`src/rtl/wb_serve_block.sv`:
```
// rtl/wb_serve_block.sv - two-stage burst read responder for a prefetched block buffer
// Optional error reporting enabled by defining WB_SERVE_BLOCK_ERR_EN.
module wb_serve_block #(
  parameter int BSIZE = 24,
  parameter int BBITS = 5,
  parameter int WIDTH = 8
) (
  input  logic             clk_i,
  input  logic             rst_i,
  input  logic             cyc_i,
  input  logic             stb_i,
  input  logic             we_i,
  input  logic             bst_i,
  input  logic [BBITS-1:0] adr_i,
  output logic             ack_o,
  output logic             wat_o,
  output logic             err_o,
  output logic [WIDTH-1:0] dat_o,
  input  logic             valid_i,
  output logic             mem_re_o,
  output logic [BBITS-1:0] mem_adr_o,
  input  logic [WIDTH-1:0] mem_dat_i,
  output logic             done_o
);

  // One extra bit so BSIZE == 2**BBITS still compares correctly.
  localparam logic [BBITS:0]   LIMIT = (BBITS+1)'(BSIZE);
  localparam logic [BBITS-1:0] LAST  = BBITS'(BSIZE - 1);

  logic acc;
  logic legal;
  logic s1_live;
  logic s1_bad;
  logic s1_last;
  logic s1_ok;
  logic hit;
  logic unused_bst;

  assign unused_bst = bst_i;

  assign wat_o     = rst_i | ~valid_i;
  assign acc       = cyc_i & stb_i & ~wat_o;
  assign legal     = acc & ~we_i & ({1'b0, adr_i} < LIMIT);
  assign mem_re_o  = legal;
  assign mem_adr_o = adr_i;

  always_ff @(posedge clk_i or posedge rst_i) begin
    if (rst_i) begin
      s1_live <= 1'b0;
      s1_bad  <= 1'b0;
      s1_last <= 1'b0;
    end else begin
      s1_live <= acc;
      s1_bad  <= ~legal;
      s1_last <= legal & (adr_i == LAST);
    end
  end

  // Dropping cyc_i kills the tag sitting in stage 1 before it can respond.
  assign s1_ok = s1_live & cyc_i;
  assign hit   = s1_ok & ~s1_bad;

  always_ff @(posedge clk_i or posedge rst_i) begin
    if (rst_i) begin
      ack_o  <= 1'b0;
      dat_o  <= '0;
      done_o <= 1'b0;
    end else begin
`ifdef WB_SERVE_BLOCK_ERR_EN
      ack_o  <= hit;
`else
      ack_o  <= s1_ok;
`endif
      dat_o  <= hit ? mem_dat_i : '0;
      done_o <= hit & s1_last;
    end
  end

`ifdef WB_SERVE_BLOCK_ERR_EN
  always_ff @(posedge clk_i or posedge rst_i) begin
    if (rst_i) err_o <= 1'b0;
    else       err_o <= s1_ok & s1_bad;
  end
`else
  assign err_o = 1'b0;
`endif

endmodule

```
`config.mk`:
```
export PLATFORM = sky130hd
export DESIGN_NAME = wb_serve_block
export DESIGN_NICKNAME = d
export VERILOG_FILES = /design/src/rtl/wb_serve_block.sv
export SDC_FILE = /design/constraint.sdc
export NUM_CORES = 1
export LEC_CHECK = 0
export BUFFER_PORTS_ARGS = -buffer_cell sky130_fd_sc_hd__buf_2
export CAP_MARGIN = 15
export CORE_AREA = 2 2 43 45
export CTS_CLUSTER_DIAMETER = 150
export DETAILED_ROUTE_END_ITERATION = 10
export DIE_AREA = 0 0 45 47
export HOLD_SLACK_MARGIN = 0.08
export PLACE_DENSITY_LB_ADDON = 0.05
export SLEW_MARGIN = 20
export SYNTH_ARGS = -nofsm -noshare
export SYNTH_HDL_FRONTEND = slang
export SYNTH_SLANG_ARGS = --single-unit
```
`constraint.sdc`:
```
create_clock -name clk_i -period 0.9 [get_ports clk_i]
set_input_delay 0.135 -clock clk_i [delete_from_list [all_inputs] [get_ports clk_i]]
set_output_delay 0.135 -clock clk_i [all_outputs]
set_load 0.02 [all_outputs]
```
After elaboration in Yosys (flattened, before gate mapping) --
Cells that the tools add are included.
Storage, ports and cells: register bits 13, bits of input ports 20, output and inout port bits 18, logic and storage cells 23
Operators by class: magnitude comparators 1, equality and inequality tests 1, mux-type cells 1, bitwise operators 14
Operators by type and width (number):
- 1-bit AND | 8
- 8-bit 2-to-1 mux | 1
- 5-bit equality test (second input constant) | 1
- 5-bit < comparator (second input constant) | 1
- 1-bit inverter | 5
- 1-bit OR | 1

Logic depth before layout (Yosys ltp) --
word-level depth 7, mapped depth 3, mapped depth without buffers 2

Worst setup path before layout --
Ideal clock, no wire load.
path type in2out, from input rst_i, to output mem_re_o, arrival 884 ps, data required time 765 ps, path slack -119 ps, stages 2, buffers on the path 0, cells stage by stage nand4b_4 a211oi_1
Between the ends: word-level cells in the longest chain between the ends 5
RTL lines:
- start: declaration | line 9 | input logic rst_i,
- 1-bit OR | line 41 | assign wat_o = rst_i | ~valid_i;
- 1-bit inverter | line 42 | assign acc = cyc_i & stb_i & ~wat_o;
- 1-bit AND | line 42
- 1-bit AND (2 in series) | line 43 | assign legal = acc & ~we_i & ({1'b0, adr_i} < LIMIT);
- end: declaration | line 20 | output logic mem_re_o,
No other way between the ends.

Worst setup path after layout --
from register dat_o[2], to output dat_o[2]
RTL lines:
- start: declaration | line 18 | output logic [WIDTH-1:0] dat_o,
- start signal: assignment | line 74 | dat_o <= hit ? mem_dat_i : '0;
No word-level cell between the ends.

==> results.py <==
metrics = {
    "clock_tree": {
        "cts_buffers": 3,
        "cts_root_buf": "clkbuf_4",
        "clockBufferDepth": 2,
        "clk_pin_slew_ns": 0.08,
        "clk_latency_ns": 0.27,
        "postCtsSetupBuffers": 0,
        "clkSinkCount": 13,
        "htree_num_levels": 1,
        "cts_tree": "built",
        "postCtsHoldBufs": 9,
    },
    "worst_setup_path": {
        "path_delay_family": "flip-flops",
        "crit_slowest_cell": "dfrtp_1",
        "crit_buf_inv": 1,
        "cp-start-kind": "flop",
        "cp_slowest_stage_delay_ns": 0.38,
        "crit_fanout": 1,
        "cp.required_ns": 0.76,
        "path_class": "reg -> out",
        "path_cells": "buf_6",
        "worstPathArrival_ns": 0.78,
        "cp-end-kind": "output port",
    },
    "floorplanning": {
        "die_area_um2": 2120,
        "die_h_um": 47,
        "die_x_um": 45,
        "rows": 15,
        "coreArea_um2": 1650,
        "start_util": 0.320,
        "num_io_pins": 38,
    },
    "power": {
        "peakVddDrop_mv": 0.639,
        "power_frac_clock": 0.324,
        "intPower_mw": 0.837,
        "p_leak_nw": 0.494,
        "power.switching_mw": 0.258,
        "p_per_area_nw_per_um2": 1220,
        "p_total_mw": 1.09,
        "power_frac_comb": 0.140,
        "pwr-share-seq": 0.537,
        "p_sw_frac": 0.236,
    },
    "detailed_routing": {
        "vias": 444,
        "ant_nets": 0,
        "post-route-drc-count": 0,
        "wl_um": 1120,
        "drt_first_pass_iters": 3,
        "drtIter0Drc": 3,
        "wl_per_cell_um": 11.0,
        "via_per_inst": 4.35,
    },
    "placed_design": {
        "dp_slack_ns": -0.0543,
        "dp_hpwl_um": 694,
        "gp_congestion": 0.608,
        "portBuffers": 35,
        "dp.cells": 88,
        "postPlaceCellArea_um2": 692,
    },
    "sta": {
        "whs_ns": 0.0649,
        "worst_slack_ns": -0.0161,
        "fin_crit_sh": 1.02,
        "rsz0062_at_grt": "true",
        "maxSlewViolCount": 0,
        "period_needed_ns": 0.916,
        "fin_worst_skew_ns": 0.00213,
        "final_hold_viol_count": 0,
        "setup-tns-final_ns": -0.0799,
        "fmax_mhz": 1090,
        "setup_viol": 10,
    },
    "logic_synthesis": {
        "yosysWarnings": 0,
        "syn_inst": 41,
        "synth_area_per_cell_um2": 12.9,
        "synthesis.area_um2": 528,
        "seq_area_frac_synth": 0.616,
        "ys_ff_latch": 13,
        "syn-num-nets": 61,
        "ys_types": 12,
    },
    "run_status": {
        "outcome": "finished, violations left",
        "violations": "setup timing",
    },
    "global_routing": {
        "grt_pass1_wl_um": 1660,
        "grt_max_degree": 14,
        "gr-total-overflow": 0,
        "track_usage": 0.111,
        "antenna_found_initial": 0,
        "grt_pass1_vias": 411,
    },
    "finish": {
        "utilization": 0.545,
        "nets": 106,
        "mostFrequentLayoutCell": "buf_2",
        "antenna_cells": 0,
        "stdcell_count": 102,
        "syn_to_final_growth_pct": 70.6,
        "drive_above_1_share": 0.576,
        "mostFrequentLayoutCells": "buf_2, dfrtp_1, buf_6",
        "fin_area_um2": 901,
    },
    "flow_run": {
        "cap_violations": 0,
    },
    "min_path": {
        "hold_class": "in -> reg",
    },
}
## cells by family (layout without fill, tap and decap cells)
| group | after synthesis | count (layout) | synth area share |
|---|---|---|---|
| buffers and inverters | 9 | 52 | 0.114 |
| AO/OA/AOI/OAI | 2 | 2 | 0.0308 |
| other | 1 | 1 | 0.00710 |
| AND/OR/NAND/NOR | 16 | 17 | 0.232 |
| flip-flops | 13 | 13 | 0.616 |
## worst paths after layout
kind | startpoint | end | slack (ns) | cells after the start
min | we_i | s1_last | 0.06 | 2
max reg2reg | s1_live | dat_o[6] | 0.01 | 2
max | dat_o[2] | dat_o[2] | -0.02 | 1
max in group asynchronous | rst_i | dat_o[1] | 0.35 | 4
min reg2reg | s1_last | done_o | 0.48 | 1
min in group asynchronous | rst_i | s1_bad | 0.40 | 4
## cell usage after synthesis
| library cell | count | share of area |
|---|---|---|
| conb_1 | 1 | 0.0071 |
| dfrtp_1 | 13 | 0.62 |
| buf_4 | 7 | 0.10 |
| nor4_2 | 1 | 0.024 |
| a211o_1 | 1 | 0.017 |
| nand2_1 | 2 | 0.014 |
| inv_1 | 2 | 0.014 |
| and3b_1 | 1 | 0.017 |
| a211oi_1 | 1 | 0.014 |
| nand4b_4 | 1 | 0.045 |
| and2_1 | 10 | 0.12 |
| nand3b_1 | 1 | 0.014 |
## layer usage
metal | track usage | wire length (um) | vias to the layer above
li1 | - | - | 214
met3 | 0.0346 | 85 | 0
met2 | 0.203 | 603 | 24
met5 | 0 | 0 | -
met1 | 0.123 | 430 | 206
met4 | 0.0353 | 0 | 0
## state kept, by name, summed over array words and instances (netlist names)
| name | cells |
|---|---|
| dat_o | 8 |
| ack_o | 1 |
| done_o | 1 |
| s1_bad | 1 |
| s1_last | 1 |
| s1_live | 1 |
## layout make-up
type                       count  area (um2)
clock buffer                   4        26.3
fill                         155         751
inverter                       2        7.51
multi-input combinational     20         169
sequential                    13         325
tap                           17        21.3
timing repair buffer          46         352
## what timing repair did
action / in CTS / in global routing
setup endpoints to repair: 20 / 18
hold endpoints to repair: 22 / 1
resized for setup: 23 / 5
pin swaps: 1 / 10
cloned: 1 / 0
## power by group through the flow
stage | Sequential (mW) | Clock (mW) | Combinational, mW
6_report | 0.588 | 0.354 | 0.153
5_1_grt | 0.588 | 0.386 | 0.167
4_1_cts | 0.588 | 0.366 | 0.151
3_5_place_dp | 0.598 | 0 | 0.119
3_3_place_gp | 0.598 | 0 | 0.118
2_1_floorplan | 0.600 | 0 | 0.0647
Note: power is estimated with default switching activity, not from simulation.
